### src/rtl/varre_pontos.sv
// Raster point scanner: walks every (x,y) of a LARGURA x ALTURA frame, presents it to a
// point classifier and streams the classified pixel out. Optional macro VARRE_CONTAGEM_EN adds cont_cor.
module varre_pontos #(
    parameter int LARGURA = 800,
    parameter int ALTURA  = 600
) (
    input  logic        clk,
    input  logic        rst_n,
    input  logic        start,
    output logic [10:0] x,
    output logic [10:0] y,
    input  logic        pronto,
    input  logic        cor,
    output logic        pix_valid,
    input  logic        pix_ready,
    output logic [10:0] pix_x,
    output logic [10:0] pix_y,
    output logic        pix_cor,
`ifdef VARRE_CONTAGEM_EN
    output logic [19:0] cont_cor,
`endif
    output logic        busy,
    output logic        done
);

    localparam logic [10:0] X_ULT = 11'(LARGURA - 1);
    localparam logic [10:0] Y_ULT = 11'(ALTURA - 1);

    typedef enum logic [2:0] {
        OCIOSO,
        APRESENTA,
        ESPERA,
        EMITE,
        FIM
    } estado_t;

    estado_t     estado_q, estado_d;
    logic [10:0] x_q, x_d;
    logic [10:0] y_q, y_d;
    logic [10:0] pix_x_q, pix_x_d;
    logic [10:0] pix_y_q, pix_y_d;
    logic        pix_cor_q, pix_cor_d;
    logic        handshake;
    logic        inicia;

    assign handshake = (estado_q == EMITE) && pix_ready;
    assign inicia    = (estado_q == OCIOSO) && start;

    always_ff @(posedge clk or negedge rst_n) begin
        if (!rst_n) begin
            estado_q  <= OCIOSO;
            x_q       <= '0;
            y_q       <= '0;
            pix_x_q   <= '0;
            pix_y_q   <= '0;
            pix_cor_q <= 1'b0;
        end else begin
            estado_q  <= estado_d;
            x_q       <= x_d;
            y_q       <= y_d;
            pix_x_q   <= pix_x_d;
            pix_y_q   <= pix_y_d;
            pix_cor_q <= pix_cor_d;
        end
    end

    always_comb begin
        estado_d  = estado_q;
        x_d       = x_q;
        y_d       = y_q;
        pix_x_d   = pix_x_q;
        pix_y_d   = pix_y_q;
        pix_cor_d = pix_cor_q;
        case (estado_q)
            OCIOSO: begin
                if (start) begin
                    x_d      = '0;
                    y_d      = '0;
                    estado_d = APRESENTA;
                end
            end
            // One dead cycle so the classifier can drop the result of the previous point.
            APRESENTA: estado_d = ESPERA;
            ESPERA: begin
                if (pronto) begin
                    pix_x_d   = x_q;
                    pix_y_d   = y_q;
                    pix_cor_d = cor;
                    estado_d  = EMITE;
                end
            end
            EMITE: begin
                if (pix_ready) begin
                    if (x_q == X_ULT) begin
                        if (y_q == Y_ULT) begin
                            estado_d = FIM;
                        end else begin
                            x_d      = '0;
                            y_d      = y_q + 11'd1;
                            estado_d = APRESENTA;
                        end
                    end else begin
                        x_d      = x_q + 11'd1;
                        estado_d = APRESENTA;
                    end
                end
            end
            FIM:     estado_d = OCIOSO;
            default: estado_d = OCIOSO;
        endcase
    end

    // Status outputs decode the state directly so reset clears them without waiting for clk.
    assign busy      = (estado_q != OCIOSO);
    assign done      = (estado_q == FIM);
    assign pix_valid = (estado_q == EMITE);
    assign x         = x_q;
    assign y         = y_q;
    assign pix_x     = pix_x_q;
    assign pix_y     = pix_y_q;
    assign pix_cor   = pix_cor_q;

`ifdef VARRE_CONTAGEM_EN
    logic [19:0] cont_q, cont_d;

    always_comb begin
        cont_d = cont_q;
        if (inicia) begin
            cont_d = '0;
        end else if (handshake && pix_cor_q) begin
            cont_d = cont_q + 20'd1;
        end
    end

    always_ff @(posedge clk or negedge rst_n) begin
        if (!rst_n) begin
            cont_q <= '0;
        end else begin
            cont_q <= cont_d;
        end
    end

    assign cont_cor = cont_q;
`else
    logic nao_usado;
    assign nao_usado = inicia & handshake;
`endif

endmodule
### config.mk
export PLATFORM = sky130hd
export DESIGN_NAME = varre_pontos
export DESIGN_NICKNAME = d
export VERILOG_FILES = /design/src/rtl/varre_pontos.sv
export SDC_FILE = /design/constraint.sdc
export NUM_CORES = 1
export LEC_CHECK = 0
export CAP_MARGIN = 20
export CORE_MARGIN = 4
export CORE_UTILIZATION = 28
export CTS_CLUSTER_DIAMETER = 100
export DETAILED_ROUTE_END_ITERATION = 16
export REMOVE_ABC_BUFFERS = 1
export SLEW_MARGIN = 20
export SYNTH_ARGS = -nofsm -noshare
export SYNTH_HDL_FRONTEND = slang
export SYNTH_SLANG_ARGS = --single-unit
### constraint.sdc
create_clock -name clk -period 2.25 [get_ports clk]
set_input_delay 0.675 -clock clk [delete_from_list [all_inputs] [get_ports clk]]
set_output_delay 0.675 -clock clk [all_outputs]
set_load 0.02 [all_outputs]
==> results of run 1 <==
## flip-flops by register name (all words and copies together) (netlist names)
| signal | count |
|---|---|
| pix_y | 11 |
| x | 11 |
| pix_x | 11 |
| y | 11 |
| pix_cor | 1 |
| estado_q | 3 |
## per-stage QoR
step	total power, W	setup TNS, ns	setup WS (ns)	instance area (um^2)
after global routing	0.002871	0	0.005595	3288
after global placement	0.002094	-8.302	-0.5320	3167
final	0.002700	0	0.05488	3288
after detailed placement	0.002105	-8.662	-0.5700	3167
after CTS	0.002728	0	0.04375	3276
after floorplan	0.001561	-29.82	-1.293	2276
## cell usage after synthesis, drive strengths merged, types with 3 or more instances
cell	instances
o21ai	22
and3	4
inv	6
o31ai	5
a21oi	10
dfrtp	48
nand2	14
nand3	11
o211ai	3
nor3	6
or4	3
nor2	11
or3	9
nand4	4
xnor2	3
clkbuf	6
mux2	23
## worst reg2reg max path: stages, from the launching register on
cell and delay (ns):
dfrtp_1 0.40, or4b_4 0.58, nor4_4 0.26, o211ai_2 0.18, or4_1 0.50, a21oi_1 0.16
## power groups by stage
stage / Sequential [W] / Clock (W) / Combinational, W
floorplan: 0.00114 / 0 / 0.000418
CTS: 0.00102 / 0.000637 / 0.00107
detailed placement: 0.00103 / 0 / 0.00107
global placement: 0.00103 / 0 / 0.00106
global route: 0.00103 / 0.000676 / 0.00116
finish: 0.00102 / 0.000614 / 0.00107
## metal layers
| layer | track usage [%] | vias to the layer above |
|---|---|---|
| met5 | 0 | - |
| met4 | 4.097 | 0 |
| met3 | 2.335 | 5 |
| met2 | 18.70 | 39 |
| met1 | 17.27 | 943 |
| li1 | - | 947 |
## cell families (layout without fill, tap and decap cells)
| family | Yosys count | count (layout) | synth area share [%] |
|---|---|---|---|
| compound gates | 45 | 45 | 11.78 |
| xor+xnor | 3 | 3 | 1.135 |
| fa+ha+maj | 2 | 2 | 1.081 |
| buf+inv | 14 | 95 | 2.648 |
| flops | 48 | 48 | 51.89 |
| mux | 24 | 24 | 11.62 |
| simple gates | 78 | 78 | 19.84 |
## worst paths after layout
path / start / to / slack (ns) / depth (start not counted)
setup / recovery: start / y[6] / 0.05 / 7
max in group asynchronous: rst_n / pix_x[5] / 1.37 / 2
min in group clk: pix_x[5] / pix_x[5] / 0.51 / 1
hold / removal: rst_n / pix_y[1] / 0.47 / 2
setup reg to reg: x[6] / y[6] / 0.10 / 5
hold reg to reg: pix_x[5] / pix_x[5] / 0.51 / 1
## layout make-up
| class | count | area [um^2] | area share, % |
|---|---|---|---|
| clock buffers | 6 | 72.57 | 2.207 |
| multi-input cells | 152 | 1089 | 33.10 |
| well taps | 102 | 127.6 | 3.881 |
| flip-flops and latches | 48 | 1201 | 36.53 |
| repair buffers | 81 | 740.7 | 22.53 |
| clock inverters | 2 | 35.03 | 1.065 |
| inverters | 6 | 22.52 | 0.6849 |
## repair_timing
action | CTS | global route
endpoints found under the setup margin | 21 | 4
gates resized for setup | 6 | 6
pin swaps | 0 | 2
==> metrics.txt, run 1 <==
area delta synth->final=42.05%; met2 routed WL=2.657 mm; clk slew on worst S/H paths=0.09 ns; drt total wl=5.842 mm; dominant cell type by area after synthesis=dfrtp_1; sequential area share after synthesis=51.89%; most frequent cells in the layout=48 x dfrtp_1, 48 x clkdlybuf4s50_1, 27 x buf_4, 23 x mux2_2, 22 x o21ai_0; post-synthesis async set-or-reset flop share=100.0%; Pleak=1.412 nW; Crit path largest cell delay=0.50 ns; M1 wire length=2.916 mm; die area=9785 um^2; height of the die=98.92 um; unrepaired setup endpoints after global routing=false; critical-path maximum fanout=7; uppermost layer routed=met4; layout cell share with drive strength beyond 1=24.41%; Mapped Area=2315 um^2; status=complete, no violations; Sw Pwr=0.0009112 W; DR vias/cell=4.872; startpoint types=primary input; top cell type's share of synthesized area=51.89%; Gate power share=39.5%; Post-synth top flop=dfrtp_1; number of hold violations in the final report=0; core area=7888 um^2; Worst Path Buf+Inv=2; total setup buffers inserted after CTS=0; clk root buf=clkbuf_8; DRT antenna net count=0; cts bufs inserted=5; hpwl dp=4.131 mm; Final GP Congestion=0.7886; Pwr Density=821.3 nW/um^2; antenna violations before repair=0; Avg WL per Cell=14.72 um; Total GRT Usage=12.21%; antenna cells=0; Flop pwr share=37.7%; Cell Count, Final, Fillers Out=397; clock power share=22.7%; final slew viol count=0; fmax=455.6 MHz; crit end category=flip-flop; CP required=2.47 ns; DR vias=1934; DP Cell Count=389; grt ovf=0; EDFF count, synth=0; Post-Syn Instances=214; vias in the first global route=1965; final setup skew=0.003448 ns; Remaining DRCs=0; min cycle time layout=2.195 ns; TritonCTS Sinks=48; Detailed Routing Iterations Pass 1=4; row count=32; Slew HR=59.21%; # fillers=762; fin nets=302; top area cells in the synthesized netlist=dfrtp_1 52%, mux2_2 11%, o21ai_0 4.8%; Clock Path Buffers=2; kind of critical path=in2reg; hold_buf cts=0; Syn Area/Cell=10.82 um^2; fin crit share=97.56%; Max IR drop VDD=325.2 uV; largest net degree at the start of global routing=49; H-tree depth=2; Initial Utilization=29.35%; Ports=54; CTS tree=yes; count of different cell masters after synthesis=40; delay-heaviest family, CP=simple AND/OR/NAND/NOR gates; Sw Share=33.74%; worst-skew pair later-pin latency=0.29 ns; Internal=0.001789 W; met3 wire len=202 um; CP max stage cell=or4_1; final core area utilization=41.69%; slew at the pin with the worst max-slew slack=0.6119 ns; Worst Hold Class=in2async; first-pass GRT wire length=9.915 mm; Critical Path, Cell by Cell=clkdlybuf4s15_1 -> or4b_4 -> buf_4 -> nand2_1 -> o211ai_2 -> or4_1 -> a21oi_1; Die X=98.92 um; Port Buf Inserts=53; detailed router's first-iteration violation count=143; WP data arrival=2.42 ns; #FFs+latches synth=48; Yosys warnings=0; hold slack=0.4660 ns; Max Cap Viol=0; endpoints failing setup=0
No activity file was read; power rests on OpenSTA's default activity.
==> inputs of run 2 (changes only) <==
--- a/config.mk
+++ b/config.mk
@@ -6,11 +6,13 @@
 export NUM_CORES = 1
 export LEC_CHECK = 0
 export CAP_MARGIN = 20
-export CORE_MARGIN = 4
+export CORE_MARGIN = 5
 export CORE_UTILIZATION = 28
 export CTS_CLUSTER_DIAMETER = 100
 export DETAILED_ROUTE_END_ITERATION = 16
+export RECOVER_POWER = 100
 export REMOVE_ABC_BUFFERS = 1
+export SKIP_LAST_GASP = 1
 export SLEW_MARGIN = 20
 export SYNTH_ARGS = -nofsm -noshare
 export SYNTH_HDL_FRONTEND = slang
==> run 2 against run 1 <==
First-iteration DRC count down 22%. Total power shrank 6.3%. Sequential share of layout area rose by 0.34 points. Global-route usage is 0.16 points higher. Count of clock-buffer cells in the layout rose by 2. Critical path type is now reg2out. Sequential cell count is the same. Cell area down 0.91%. Die area is 4.1% higher. Setup slack gained 0.0027 ns. Clock skew hardly changed. Combinational power shrank 9%.
==> metrics.txt, run 2 (synthesized netlist as in run 1, its figures left out) <==
height of the die=100.9 um (+2.0%); Worst Hold Class=reg2reg; final setup skew=0.003462 ns (+0.00001393 ns); largest net degree at the start of global routing=29 (-41%); Initial Utilization=28.46% (-0.89 points); DR vias=1982 (+2.5%); Worst Path Buf+Inv=2 (unchanged); delay-heaviest family, CP=buffers and inverters; fin crit share=97.44% (-0.12 points); WP data arrival=1.52 ns (-0.90 ns); core area=8134 um^2 (+3.1%); total setup buffers inserted after CTS=0 (unchanged); Max Cap Viol=0 (unchanged); Port Buf Inserts=53 (unchanged); Critical Path, Cell by Cell=buf_4 -> dlygate4sd3_1; detailed router's first-iteration violation count=112 (-22%); grt ovf=0 (unchanged); final slew viol count=0 (unchanged); vias in the first global route=1981 (+0.81%); crit end category=output port; worst-skew pair later-pin latency=0.30 ns (about the same); CTS tree=yes; FF/Latch Area=1201 um^2 (unchanged); number of hold violations in the final report=0 (unchanged); Ports=54 (unchanged); TritonCTS Sinks=48 (unchanged); kind of critical path=reg2out; layout cell share with drive strength beyond 1=22.07% (-2.3 points); Crit path largest cell delay=0.69 ns (+0.19 ns); die area=10180 um^2 (+4.1%); DR vias/cell=4.906 (+0.71%); hold_buf cts=0 (unchanged); Die X=100.9 um (+2.0%); first-pass GRT wire length=10.14 mm (+2.2%); # fillers=771 (+1.2%); clk root buf=clkbuf_8; Final GP Congestion=0.8446 (+7.1%); Pwr Density=776.8 nW/um^2 (-5.4%); most common cell after layout, fill and taps aside=dfrtp_1; CP required=1.57 ns (-0.90 ns); endpoints failing setup=0 (unchanged); H-tree depth=2 (unchanged); Detailed Routing Iterations Pass 1=4 (unchanged); fin nets=306 (+1.3%); cts bufs inserted=5 (unchanged); Slew HR=16.58% (-43 points); critical-path maximum fanout=9 (+2); most frequent cells in the layout=48 x dfrtp_1, 41 x dlygate4sd3_1, 23 x mux2_2, 20 x o21ai_0, 20 x buf_4; row count=33 (+3.1%); CP max stage cell=dlygate4sd3_1; Total GRT Usage=12.37% (+0.16 points); clk slew on worst S/H paths=0.08 ns (about the same); footprint of the multi-input gates=1071 um^2 (-1.6%); Clock Path Buffers=2 (unchanged); antenna cells=0 (unchanged); startpoint types=flip-flop; Avg WL per Cell=14.48 um (-1.6%); Sum Neg Setup Slack=0 ns (unchanged); hold slack=0.5046 ns (+0.03862 ns); unrepaired setup endpoints after global routing=false; slew at the pin with the worst max-slew slack=1.251 ns (+0.6395 ns); hpwl dp=4.370 mm (+5.8%); antenna violations before repair=0 (unchanged); min cycle time layout=2.192 ns (-0.002665 ns); status=complete, no violations; DRT antenna net count=0 (unchanged); Pleak=1.533 nW (+8.6%); Remaining DRCs=0 (unchanged); drt total wl=5.848 mm (+0.10%); fmax=456.1 MHz (+0.12%); area delta synth->final=40.76%; Max IR drop VDD=232.7 uV (-28%)
run 2: power breakdown:
| part | switching [W] | leakage (nW) | total (W) | internal, W |
|---|---|---|---|---|
| Combinational | 0.000537 | 0.829 | 0.000974 | 0.000437 |
| Clock | 0.000277 | 0.0455 | 0.000528 | 0.000251 |
| Sequential | 0.0000793 | 0.658 | 0.00103 | 0.000949 |
run 2: routing by layer:
layer  global-route usage (%)  up-vias  wire length, um
li1                         -      957                -
met1                    17.47      966             2787
met2                    19.04       52             2661
met3                    2.422        7              313
met4                    3.988        0               86
met5                        0        -                0
run 2: path summary, 6_finish.rpt:
kind / endpoint / start / depth (start not counted) / slack, ns
worst min register to register: pix_y[3] / pix_y[3] / 1 / 0.50
worst min-delay path: pix_y[3] / pix_y[3] / 1 / 0.50
worst max-delay path: x[5] / x[5] / 2 / 0.06
worst max register to register: y[9] / x[6] / 5 / 0.10
max in group asynchronous: x[1] / rst_n / 2 / 0.88
min in group asynchronous: pix_y[1] / rst_n / 1 / 0.62
run 2: cell type report:
class	instances	area share (%)
Tap cell	105	4.032
Clock buffer	8	2.765
Timing Repair Buffer	85	22.77
Multi-Input combinational cell	152	32.87
Inverter	6	0.6912
Sequential cell	48	36.87
run 2: timing repair:
item | CTS | global route
pin swaps | 1 | 1
endpoints found under the setup margin | 18 | 4
gates resized for setup | 10 | 3
run 2: per-stage QoR:
| stage | cells | util, % | setup slack, ns | total power, W | area (um^2) |
|---|---|---|---|---|---|
| after floorplan | 206 | - | -1.293 | 0.001561 | 2276 |
| after global placement | 396 | 39.50 | -0.5069 | 0.002107 | 3213 |
| after detailed placement | 396 | 39.50 | -0.5232 | 0.002115 | 3213 |
| after CTS | 404 | 40.81 | 0.05795 | 0.002665 | 3319 |
| after global routing | 404 | 40.06 | 0.0006425 | 0.002702 | 3258 |
| final | 404 | 40.06 | 0.05754 | 0.002531 | 3258 |
